$ cat config.mk
export PLATFORM = sky130hd
export DESIGN_NAME = field_set_ctrl
export DESIGN_NICKNAME = d
export VERILOG_FILES = /design/src/rtl/field_set_ctrl.sv
export SDC_FILE = /design/constraint.sdc
export NUM_CORES = 1
export LEC_CHECK = 0
export CORE_MARGIN = 1.5
export CORE_UTILIZATION = 42
export DETAILED_ROUTE_END_ITERATION = 7
export GPL_ROUTABILITY_DRIVEN = 0
export PLACE_DENSITY_LB_ADDON = 0.08
export SYNTH_ARGS = -nofsm -noshare
export SYNTH_HDL_FRONTEND = slang
export SYNTH_SLANG_ARGS = --single-unit
$ cat constraint.sdc
create_clock -name clk -period 2.4 [get_ports clk]
set_input_delay 0.48 -clock clk [delete_from_list [all_inputs] [get_ports clk]]
set_output_delay 0.48 -clock clk [all_outputs]
set_load 0.01 [all_outputs]
$ cat src/rtl/field_set_ctrl.sv
// Time-field set controller: sel/up/down button edge detection, field
// selection FSM, auto-repeat increment/decrement and inactivity timeout.
//
// state | meaning
// ------+-------------------------------------------------------------
// IDLE  | clock running or set mode not entered; no pulses, blink = 0
// SET   | field fld selected; up/down issue inc/dec pulses for fld
module field_set_ctrl #(
    parameter int NUM_FIELDS = 6,
    parameter int SEL_W      = 3,
    parameter int REPEAT_DLY = 500,
    parameter int REPEAT_PER = 100,
    parameter int TIMEOUT    = 10000,
    parameter int CNT_W      = 16
) (
    input  logic                  clk,
    input  logic                  rst_n,
    input  logic                  en,
    input  logic                  sel_btn,
    input  logic                  up_btn,
    input  logic                  down_btn,
    output logic [NUM_FIELDS-1:0] inc,
    output logic [NUM_FIELDS-1:0] dec,
    output logic [SEL_W-1:0]      blink,
    output logic                  setting,
    output logic                  timeout_evt
);

    typedef enum logic {IDLE = 1'b0, SET = 1'b1} state_t;

    localparam logic [SEL_W-1:0]      LAST_FLD = SEL_W'(NUM_FIELDS - 1);
    localparam logic [CNT_W-1:0]      DLY_C    = CNT_W'(REPEAT_DLY);
    localparam logic [CNT_W-1:0]      PER_C    = CNT_W'(REPEAT_PER);
    localparam logic [CNT_W-1:0]      TO_LAST  = CNT_W'(TIMEOUT - 1);
    localparam logic [CNT_W-1:0]      CNT_MAX  = {CNT_W{1'b1}};
    localparam logic [NUM_FIELDS-1:0] ONE_HOT0 = NUM_FIELDS'(1);

    state_t                  state_q, state_d;
    logic [SEL_W-1:0]        fld_q, fld_d;
    logic [CNT_W-1:0]        rpt_cnt_q, rpt_cnt_d;
    logic [CNT_W-1:0]        to_cnt_q, to_cnt_d;
    logic                    rep_on_q, rep_on_d;
    logic                    rep_up_q, rep_up_d;
    logic                    rep_fast_q, rep_fast_d;
    logic                    sel_q, up_q, down_q;
    logic                    sel_rise, up_rise, down_rise;
    logic                    pulse_up, pulse_dn, clr_to, tevt_d;
    logic [NUM_FIELDS-1:0]   inc_d, dec_d;
    logic [SEL_W-1:0]        blink_d;

    assign sel_rise  = sel_btn  & ~sel_q;
    assign up_rise   = up_btn   & ~up_q;
    assign down_rise = down_btn & ~down_q;

    // Next-state, counter and output decode
    always_comb begin
        state_d    = state_q;
        fld_d      = fld_q;
        rpt_cnt_d  = rpt_cnt_q;
        to_cnt_d   = to_cnt_q;
        rep_on_d   = rep_on_q;
        rep_up_d   = rep_up_q;
        rep_fast_d = rep_fast_q;
        pulse_up   = 1'b0;
        pulse_dn   = 1'b0;
        clr_to     = 1'b0;
        tevt_d     = 1'b0;

        if (en) begin
            state_d    = IDLE;
            fld_d      = '0;
            rpt_cnt_d  = '0;
            to_cnt_d   = '0;
            rep_on_d   = 1'b0;
            rep_fast_d = 1'b0;
        end else begin
            case (state_q)
                IDLE: begin
                    rpt_cnt_d  = '0;
                    to_cnt_d   = '0;
                    rep_on_d   = 1'b0;
                    rep_fast_d = 1'b0;
                    if (sel_rise) begin
                        state_d = SET;
                        fld_d   = '0;
                    end
                end
                SET: begin
                    if (sel_rise) begin
                        // select wins over a coincident up/down edge and
                        // disarms any repeat held across the field change
                        rep_on_d   = 1'b0;
                        rep_fast_d = 1'b0;
                        rpt_cnt_d  = '0;
                        clr_to     = 1'b1;
                        if (fld_q == LAST_FLD) begin
                            state_d = IDLE;
                            fld_d   = '0;
                        end else begin
                            fld_d = fld_q + SEL_W'(1);
                        end
                    end else if (up_btn && down_btn) begin
                        rep_on_d   = 1'b0;
                        rep_fast_d = 1'b0;
                        rpt_cnt_d  = '0;
                        clr_to     = up_rise | down_rise;
                    end else if (up_rise || down_rise) begin
                        pulse_up   = up_rise;
                        pulse_dn   = down_rise;
                        rep_on_d   = 1'b1;
                        rep_up_d   = up_rise;
                        rep_fast_d = 1'b0;
                        rpt_cnt_d  = CNT_W'(1);
                        clr_to     = 1'b1;
                    end else if (rep_on_q && (rep_up_q ? up_btn : down_btn)) begin
                        if (rpt_cnt_q >= (rep_fast_q ? PER_C : DLY_C)) begin
                            pulse_up   = rep_up_q;
                            pulse_dn   = ~rep_up_q;
                            rpt_cnt_d  = CNT_W'(1);
                            rep_fast_d = 1'b1;
                            clr_to     = 1'b1;
                        end else if (rpt_cnt_q != CNT_MAX) begin
                            rpt_cnt_d = rpt_cnt_q + CNT_W'(1);
                        end
                    end else begin
                        rep_on_d   = 1'b0;
                        rep_fast_d = 1'b0;
                        rpt_cnt_d  = '0;
                    end

                    if (clr_to) begin
                        to_cnt_d = '0;
                    end else if (to_cnt_q >= TO_LAST) begin
                        state_d    = IDLE;
                        fld_d      = '0;
                        to_cnt_d   = '0;
                        rpt_cnt_d  = '0;
                        rep_on_d   = 1'b0;
                        rep_fast_d = 1'b0;
                        tevt_d     = 1'b1;
                    end else if (to_cnt_q != CNT_MAX) begin
                        to_cnt_d = to_cnt_q + CNT_W'(1);
                    end
                end
                default: begin
                    state_d = IDLE;
                    fld_d   = '0;
                end
            endcase
        end

        inc_d   = pulse_up ? (ONE_HOT0 << fld_q) : '0;
        dec_d   = pulse_dn ? (ONE_HOT0 << fld_q) : '0;
        blink_d = (state_d == SET) ? (fld_d + SEL_W'(1)) : '0;
    end

    // State, counters, button history and registered outputs
    always_ff @(posedge clk or negedge rst_n) begin
        if (!rst_n) begin
            state_q     <= IDLE;
            fld_q       <= '0;
            rpt_cnt_q   <= '0;
            to_cnt_q    <= '0;
            rep_on_q    <= 1'b0;
            rep_up_q    <= 1'b0;
            rep_fast_q  <= 1'b0;
            sel_q       <= 1'b0;
            up_q        <= 1'b0;
            down_q      <= 1'b0;
            inc         <= '0;
            dec         <= '0;
            blink       <= '0;
            setting     <= 1'b0;
            timeout_evt <= 1'b0;
        end else begin
            state_q     <= state_d;
            fld_q       <= fld_d;
            rpt_cnt_q   <= rpt_cnt_d;
            to_cnt_q    <= to_cnt_d;
            rep_on_q    <= rep_on_d;
            rep_up_q    <= rep_up_d;
            rep_fast_q  <= rep_fast_d;
            sel_q       <= sel_btn;
            up_q        <= up_btn;
            down_q      <= down_btn;
            inc         <= inc_d;
            dec         <= dec_d;
            blink       <= blink_d;
            setting     <= (state_d == SET);
            timeout_evt <= tevt_d;
        end
    end

endmodule

==> results.md <==
- Status: finished clean
- Seq/Total Area, Yosys: 52.46%
- WL met1: 2707 µm
- Mapped Cells: 266
- 1st-pass router iterations: 4
- Critical Path AT: 2.42 ns
- Largest family of logic cells by synthesized area: simple AND/OR/NAND/NOR gates
- Largest net degree at the start of global routing: 36
- CTS max path bufs: 2
- Ys flop type: dfrtp_1
- Synth top area share: 52.46%
- DR DRC count: 0
- Footprint of the multi-input gates: 1289 µm²
- Most frequent cell after synthesis: dfrtp_1
- Core area: 6350 µm²
- Fillers: 582
- Total wire length: 5319 µm
- Period minus WS final: 2.175 ns
- Initial Util: 43.57%
- Critical path peak fanout: 4
- Max-slew violation count: 0
- Hold-fix buffers, CTS: 0
- Synth cell types: 47
- Peak supply drop: 0.0003072 V
- First-pass GRT wire length: 9121 µm
- Critical Path RT: 2.64 ns
- Final setup vio count: 0
- Iter 0 DRT Violations: 64
- Die Ht: 84.16 µm
- Worst-path clk slew: 0.07 ns
- Setup CP Type: register to register
- Layout Utilization: 53.91%
- Ys async rst share: 100.0%
- Simple-gate area share of the yosys netlist: 26.59%
- Clk_skew: 0.01155 ns
- Multiplexer area fraction after synthesis: 0.7237%
- Yosys reg bits: 58
- Setup_tns: 0 ns
- EDFF count, synth: 0
- DR top layer: met4
- CTS buffer count: 9
- Avg Inst Size Synth: 10.40 µm²
- Antenna violations before repair: 0
- Clock sink total: 58
- Routed WL per cell: 13.33 µm
- DR vias/cell: 5.216
- Number of placed I/O pins: 23
- Reg-to-Reg Start: rep_fast_q
- Number of global-route vias before repair: 1,948
- Met3 routed WL: 152 µm
- Setup crit start kind: register
- Power Dens Cells: 597.3 nW/µm²
- Post-Synth XOR/XNOR Area: 4.116%
- Wire length on met2: 2330 µm
- Final nets: 331
- # port buffers: 22
- Ant. Diodes: 0
- RSZ-0062 raised after global routing: no
- Adder-cell share of the synthesized area: 3.618%
- DRT antenna net count: 0
- Worst skew pair latency: 0.33 ns
- Die X: 84.16 µm
- Crit end category: register
- Die area: 7083 µm²
- Seq. cell area: 1451 µm²
- Slew Limit Headroom: 55.69%
- Root buf cell: clkbuf_8
- # rows: 29
- Final critical-path share of the clock period: 90.64%
- Routed vias: 2,081
- Worst Hold Class: input pin to asynchronous set/reset pin
- Max Freq: 459.7 MHz
- Hold Slack: 0.1201 ns
- Gr usage total: 16.25%
- Ys Warns: 0
- Share of layout cells above drive strength 1: 15.22%
- Worst slew pin tran: 0.6615 ns
- CTS tree: done
- Synthesis-to-finish area growth: 23.74%
- Area leader, netlist: dfrtp_1
- Dpl hpwl: 3790 µm
- Pleak: 1.464 nW
- Compound-cell area share of the yosys netlist: 10.27%
- Synth top area cells: dfrtp_1, nor2_1, ha_1
- Commonest cells in the netlist: dfrtp_1, nor2_1, nand2_1
- Cell Area, Synth: 2766 µm²
- Final Hold Fails: 0
- CTS HTree Levels: 3
- GRT overflow: 0
- Setup crit start: rep_fast_q
- Max-cap violations: 0
-- metrics by stage --
| stage | area, µm² | cells | worst slack [ns] | total power, mW |
|---|---|---|---|---|
| final | 3423 | 399 | 0.2246 | 2.045 |
| after global routing | 3423 | 399 | 0.02388 | 2.143 |
| after CTS | 3418 | 399 | 0.01292 | 2.075 |
| after detailed placement | 3213 | 383 | -0.2396 | 1.150 |
| after global placement | 3213 | 383 | -0.1655 | 1.149 |
| after floorplan | 2793 | 273 | 0.08054 | 1.081 |
-- layer usage --
layer / track usage, % / vias to the layer above
met4: 8.495 / 0
met5: 0 / -
li1: - / 1046
met1: 22.97 / 989
met2: 23.35 / 31
met3: 3.736 / 15
-- area by class of cell --
| type | instances | area share (%) |
|---|---|---|
| Timing Repair Buffer | 39 | 10.38 |
| Clock buffer | 12 | 4.532 |
| Multi-Input combinational cell | 202 | 37.65 |
| Sequential cell | 58 | 42.40 |
| Tap cell | 77 | 2.814 |
| Inverter | 7 | 0.7675 |
| Clock inverter | 4 | 1.462 |
-- cells by family after synthesis --
kind of cell,after synthesis
compound gates,42
xor+xnor,13
fa+ha+maj,8
buf+inv,13
flops,58
mux,2
other cells,1
simple gates,129
-- cells in the final DEF (no fill, tap or decap), drive strengths merged, types with 3 or more instances in the layout --
cell type      instances
a211oi                 5
a21oi                 17
a31oi                  4
and2                   3
and3                   3
buf                   18
clkbuf                12
clkdlybuf4s50         21
conb                   8
dfrtp                 58
ha                     8
inv                    7
nand2                 22
nand2b                 4
nand3                 12
nand3b                 5
nand4                  7
nor2                  36
nor2b                  5
nor3                  12
nor3b                  3
nor4                   9
o21ai                  6
xnor2                  7
xor2                   6
-- timing repair --
action | CTS | global route
setup endpoints to repair | 0 | 2
setup buffers | 0 | 0
resized for setup | 0 | 3
-- where the power goes --
group | leakage, nW | total, mW | switching (mW) | internal (mW)
Combinational | 0.585 | 0.114 | 0.0672 | 0.0466
Clock | 0.0986 | 0.914 | 0.380 | 0.534
Sequential | 0.780 | 1.02 | 0.0206 | 0.996
Total | 1.46 | 2.04 | 0.467 | 1.58
-- registers in the layout, indices dropped and copies added (netlist names) --
| signal | count |
|---|---|
| blink | 3 |
| dec | 6 |
| down_q | 1 |
| fld_q | 3 |
| inc | 6 |
| rep_fast_q | 1 |
| rep_on_q | 1 |
| rep_up_q | 1 |
| rpt_cnt_q | 16 |
| sel_q | 1 |
| state_q | 1 |
| timeout_evt | 1 |
| to_cnt_q | 16 |
| up_q | 1 |
-- path summary, 6_finish.rpt --
| check | to | slack (ns) | cells past startpoint |
|---|---|---|---|
| min reg2reg | rpt_cnt_q[9] | 0.56 | 2 |
| max | blink[2] | 0.22 | 9 |
| min | to_cnt_q[1] | 0.12 | 1 |
| max reg2reg | blink[2] | 0.22 | 9 |
| min in group clk | rpt_cnt_q[9] | 0.56 | 2 |
| max in group asynchronous | rpt_cnt_q[8] | 1.69 | 2 |
-- worst max-delay path, stage by stage, from the launching register on --
cell,delay [ns]
dfrtp_1,0.42
ha_1,0.31
and4b_1,0.22
o211ai_2,0.12
a21oi_2,0.23
nor4_4,0.08
o41ai_2,0.26
ha_1,0.22
xnor2_1,0.07
a211oi_1,0.16
Power figures use the tool's default switching activity.
